File: src/rtl/edge_pkg.sv
// Shared edge-mode encodings and helpers for the multi-channel edge detector.
// Mode field per channel: 00 off, 01 rise, 10 fall, 11 both.
package edge_pkg;

    localparam int MODE_W = 2;

    localparam logic [MODE_W-1:0] EDGE_OFF  = 2'b00;
    localparam logic [MODE_W-1:0] EDGE_RISE = 2'b01;
    localparam logic [MODE_W-1:0] EDGE_FALL = 2'b10;
    localparam logic [MODE_W-1:0] EDGE_BOTH = 2'b11;

    function automatic logic rise_enabled(input logic [MODE_W-1:0] mode);
        return (mode == EDGE_RISE) || (mode == EDGE_BOTH);
    endfunction

    function automatic logic fall_enabled(input logic [MODE_W-1:0] mode);
        return (mode == EDGE_FALL) || (mode == EDGE_BOTH);
    endfunction

endpackage

File: src/rtl/edge_chan.sv
// One channel: synchroniser, optional glitch filter (GLITCH_FILTER_EN), edge detect, sticky pend/ovf.
// Latency input->pulse SYNC_STAGES+1 cycles (+FILT_CNT with filter); no backpressure, pulses are 1 cycle.
// pend_nxt is exported so the top can register irq in the same cycle pend updates.
module edge_chan
    import edge_pkg::*;
#(
    parameter int SYNC_STAGES = 2,
    parameter int FILT_W      = 4,
    parameter int FILT_CNT    = 3
) (
    input  logic              clk,
    input  logic              rst,
    input  logic              din,
    input  logic [MODE_W-1:0] mode,
    input  logic              clr,
    output logic              rise_pulse,
    output logic              fall_pulse,
    output logic              pend,
    output logic              ovf,
    output logic              pend_nxt
);

    logic [SYNC_STAGES-1:0] sync_q;
    logic                   s;
    logic                   lvl;
    logic                   lvl_d;
    logic                   evt;
    logic                   ovf_nxt;

    always_ff @(posedge clk) begin
        if (rst) begin
            sync_q <= '0;
        end else begin
            sync_q[0] <= din;
            for (int i = 1; i < SYNC_STAGES; i++) begin
                sync_q[i] <= sync_q[i-1];
            end
        end
    end

    assign s = sync_q[SYNC_STAGES-1];

`ifdef GLITCH_FILTER_EN
    localparam logic [FILT_W-1:0] CNT_LAST = FILT_W'(FILT_CNT - 1);

    logic [FILT_W-1:0] cnt;

    // A level change is accepted only after FILT_CNT consecutive differing samples.
    always_ff @(posedge clk) begin
        if (rst) begin
            cnt <= '0;
            lvl <= 1'b0;
        end else if (s != lvl) begin
            if (cnt == CNT_LAST) begin
                lvl <= s;
                cnt <= '0;
            end else begin
                cnt <= cnt + 1'b1;
            end
        end else begin
            cnt <= '0;
        end
    end
`else
    assign lvl = s;
`endif

    // lvl_d tracks lvl regardless of mode so re-enabling never reports stale history.
    always_ff @(posedge clk) begin
        if (rst) begin
            lvl_d      <= 1'b0;
            rise_pulse <= 1'b0;
            fall_pulse <= 1'b0;
            pend       <= 1'b0;
            ovf        <= 1'b0;
        end else begin
            lvl_d      <= lvl;
            rise_pulse <= lvl & ~lvl_d & rise_enabled(mode);
            fall_pulse <= ~lvl & lvl_d & fall_enabled(mode);
            pend       <= pend_nxt;
            ovf        <= ovf_nxt;
        end
    end

    // A new event beats a coincident clear on pend; ovf honours the clear.
    always_comb begin
        evt      = rise_pulse | fall_pulse;
        pend_nxt = evt | (pend & ~clr);
        ovf_nxt  = ~clr & (ovf | (evt & pend));
    end

endmodule

File: src/rtl/multi_edge_detect.sv
// CH-channel edge detector with masked aggregate irq; glitch filter enabled by GLITCH_FILTER_EN.
// Latency input->pulse SYNC_STAGES+1 (+FILT_CNT filtered), irq one cycle after pulse.
// No backpressure: pulses are fire-and-forget, pend/ovf are sticky until clr.
module multi_edge_detect
    import edge_pkg::*;
#(
    parameter int CH          = 4,
    parameter int SYNC_STAGES = 2,
    parameter int FILT_W      = 4,
    parameter int FILT_CNT    = 3
) (
    input  logic              clk,
    input  logic              rst,
    input  logic [CH-1:0]     data_in,
    input  logic [2*CH-1:0]   edge_mode,
    input  logic [CH-1:0]     irq_mask,
    input  logic [CH-1:0]     clr,
    output logic [CH-1:0]     rise_pulse,
    output logic [CH-1:0]     fall_pulse,
    output logic [CH-1:0]     pend,
    output logic [CH-1:0]     ovf,
    output logic              irq
);

    logic [CH-1:0] pend_nxt;

    for (genvar i = 0; i < CH; i++) begin : g_chan
        edge_chan #(
            .SYNC_STAGES (SYNC_STAGES),
            .FILT_W      (FILT_W),
            .FILT_CNT    (FILT_CNT)
        ) u_chan (
            .clk        (clk),
            .rst        (rst),
            .din        (data_in[i]),
            .mode       (edge_mode[MODE_W*i +: MODE_W]),
            .clr        (clr[i]),
            .rise_pulse (rise_pulse[i]),
            .fall_pulse (fall_pulse[i]),
            .pend       (pend[i]),
            .ovf        (ovf[i]),
            .pend_nxt   (pend_nxt[i])
        );
    end

    // Registered from next-state pend so irq lines up with the pend register.
    always_ff @(posedge clk) begin
        if (rst) begin
            irq <= 1'b0;
        end else begin
            irq <= |(pend_nxt & irq_mask);
        end
    end

endmodule

File: config.mk
export PLATFORM = sky130hd
export DESIGN_NAME = multi_edge_detect
export DESIGN_NICKNAME = d
export VERILOG_FILES = /design/src/rtl/edge_pkg.sv /design/src/rtl/edge_chan.sv /design/src/rtl/multi_edge_detect.sv
export SDC_FILE = /design/constraint.sdc
export NUM_CORES = 1
export LEC_CHECK = 0
export CORE_MARGIN = 8
export CORE_UTILIZATION = 40
export CTS_CLUSTER_DIAMETER = 100
export DETAILED_ROUTE_END_ITERATION = 12
export PLACE_DENSITY_LB_ADDON = 0.3
export SLEW_MARGIN = 20
export SYNTH_ARGS = -nofsm -noshare
export SYNTH_HDL_FRONTEND = slang
export SYNTH_SLANG_ARGS = --single-unit
export TNS_END_PERCENT = 50
File: constraint.sdc
create_clock -name clk -period 2.85 [get_ports clk]
set_input_delay 0.57 -clock clk [delete_from_list [all_inputs] [get_ports clk]]
set_output_delay 0.57 -clock clk [all_outputs]
set_load 0.02 [all_outputs]
==> flow_metrics.py <==
metrics = {
    "critical_path": {
        "critPathLaunchType": "register",
        "worst-path-max-fanout": 3,
        "arrival_ns": 1.29,
        "worstPathCellList": "clkdlybuf4s50_1",
        "cpPeakStageDelay_ns": 0.61,
        "critical_path.top_delay_family": "buffers and inverters",
        "path_buf_inv": 1,
        "worstSetupPathType": "register to output pin",
        "slowest_stage": "clkdlybuf4s50_1",
        "endpoint_kind": "output pin",
        "critical_path_required_ns": 2.28,
    },
    "global_route": {
        "use_met3": 0.05034,
        "overflow": 0,
        "grt_util_met1": 0.07910,
        "grt_util_all_layers": 0.08963,
        "grt_pass1_vias": 739,
        "grt_max_degree": 22,
        "grt_busiest_layer": "met2",
        "antenna_found_initial": 0,
        "grt_pass1_wl_microns": 2980,
        "use_met2": 0.1505,
    },
    "layout": {
        "area_delta_synth_final_pct": 33.70,
        "drive_gt1_frac": 0.08800,
        "multi_input_area_sq_um": 317.8,
        "register_area_sq_um": 580.6,
        "layout_commonest_cell": "clkdlybuf4s50_1",
        "layout_common_cells": "38 x clkdlybuf4s50_1, 29 x dfxtp_1, 16 x nor2b_1, 8 x nor2_1, 5 x clkbuf_4",
        "fin_nets": 146,
        "fillers": 235,
        "n_antenna_cell": 0,
        "fin_cells": 155,
        "finish.utilization": 0.5601,
    },
    "placement": {
        "placed_cells": 147,
        "gp_congestion": 0.7334,
        "post-dp-hpwl_microns": 1540,
        "portBuffers": 38,
    },
    "sta": {
        "finalMaxSlewViolations": 0,
        "setup_violations": 0,
        "relSlewSlack": 0.5102,
        "period_share": 0.6509,
        "max_freq_mhz": 539.1,
        "min_period_ns": 1.855,
        "worst_pin_slew_ns": 0.7325,
        "rsz0062_at_grt": "no",
        "tns_ns": 0,
        "final-hold-violation-count": 0,
        "skew_ns": 0.009973,
    },
    "power_and_ir_drop": {
        "p_leak_uw": 0.0005254,
        "peakVddDrop_v": 0.0003687,
        "power.density_mw_per_mm2": 506.0,
        "p_total_uw": 695.7,
    },
    "outcome": {
        "status": "finished, final reports clean",
    },
    "route": {
        "drtIter0Drc": 20,
        "routedWlPerCell_microns": 12.30,
        "drcViolationCount": 0,
        "wl_microns": 1907,
        "ant_nets": 0,
        "via_per_inst": 4.465,
        "via_count": 692,
        "first_pass_iters": 4,
    },
    "clock_network": {
        "clockRootBuffer": "clkbuf_4",
        "cts_resized": 0,
        "cts_num_sinks": 29,
        "cts-hold-fix-buffers": 0,
        "cts_tree": "built",
        "post-cts-setup-buffers": 0,
        "cts_made_buffers": 5,
        "cts_buffer_depth": 2,
        "h-tree-depth": 2,
        "clk_pin_slew_worst_paths_ns": 0.09,
        "clk_latency_ns": 0.31,
    },
    "yosys": {
        "yosysSeqAreaShare": 0.5645,
        "synth.distinct_cells": 14,
        "syn_nets": 118,
        "netlist_instances": 96,
        "synth_edf_count": 0,
        "synth_area_sq_mm": 0.001028,
        "syn_avg_cell_area_sq_um": 10.71,
        "synth_ff_type": "dfxtp_1",
        "synthArstFlopShare": 0,
        "ys_warn_count": 0,
        "ys_top_cells_by_area": "dfxtp_1 56%, buf_4 12%, nor2b_1 9.7%, nor4bb_2 4.7%, and3b_1 3.4%",
        "synth_top_area_frac": 0.5645,
        "yosysTopAreaCell": "dfxtp_1",
        "ys_ff_latch": 29,
    },
    "die": {
        "core_area_sq_mm": 0.002455,
        "rows": 18,
        "floorplan.initialDensity": 0.4190,
        "fp.dieW_microns": 66.71,
        "fp.dieH_microns": 66.71,
        "io_pins": 39,
        "dieArea_sq_mm": 0.004450,
    },
    "worst_hold_path": {
        "hold_path.class": "register to register",
    },
    "job": {
        "maxCapViolCount": 0,
    },
}
[cells in the mapped netlist, types with 2 or more instances]
cell type  number
dfxtp_1        29
buf_4          16
nor2b_1        16
nor2_1          8
a21oi_1         4
and3b_1         4
nor3_1          4
or2_1           4
nor4bb_2        3
buf_2           2
o21ai_0         2
o21ai_1         2
[state kept, by name, summed over array words and instances (netlist names)]
name / count
g_chan.u_chan.lvl_d: 4
irq: 1
g_chan.u_chan.fall_pulse: 4
g_chan.u_chan.rise_pulse: 4
g_chan.u_chan.sync_q: 8
g_chan.u_chan.pend: 4
g_chan.u_chan.ovf: 4
[power by group]
| part | switching [uW] | total, uW | leakage [uW] | internal (uW) |
|---|---|---|---|---|
| clock | 124 | 218 | 0.0000320 | 93.7 |
| combinational | 19.1 | 59.1 | 0.000257 | 40.0 |
| sequential | 4.05 | 419 | 0.000236 | 415 |
| total | 147 | 696 | 0.000525 | 549 |
[kinds of logic after synthesis]
family          after synthesis  share of synthesized area
compound gates                9                    0.04745
buf+inv                      18                     0.1265
simple gates                 40                     0.2616
flops                        29                     0.5645
[worst paths after layout]
kind | endpoint | cells after the start | from | slack (ns)
max reg2reg | irq$_SDFF_PP0_ | 3 | g_chan[3].u_chan.fall_pulse$_SDFF_PP0_ | 1.80
min reg2reg | g_chan[0].u_chan.fall_pulse$_SDFF_PP0_ | 1 | g_chan[0].u_chan.sync_q[1]$_SDFF_PP0_ | 0.40
max | pend[0] | 1 | g_chan[0].u_chan.pend$_SDFF_PP0_ | 0.99
min | g_chan[0].u_chan.fall_pulse$_SDFF_PP0_ | 1 | g_chan[0].u_chan.sync_q[1]$_SDFF_PP0_ | 0.40
[through the flow]
stage | cell area [sq um] | setup WS, ns | hold WS [ns]
3_5_place_dp | 1324 | 0.8401 | 0.4038
3_3_place_gp | 1324 | 0.8820 | 0.4013
5_1_grt | 1375 | 0.9419 | 0.4206
6_report | 1375 | 0.9949 | 0.4010
4_1_cts | 1375 | 0.9743 | 0.4014
2_1_floorplan | 1028 | 1.803 | 0.3887
[final cells by class]
cell class / count / share of cell area
Tap cell: 30 / 0.02730
Timing Repair Buffer: 39 / 0.2821
Clock inverter: 2 / 0.007279
Clock buffer: 6 / 0.03003
Multi-Input combinational cell: 49 / 0.2311
Sequential cell: 29 / 0.4222
[layer usage]
layer	share of wire	wire length (microns)	vias up
met5	0	0	-
met4	0.025	47	0
met3	0.098	187	7
met2	0.47	890	30
met1	0.41	781	298
li1	-	-	357
(Power assumes the default switching activity.)
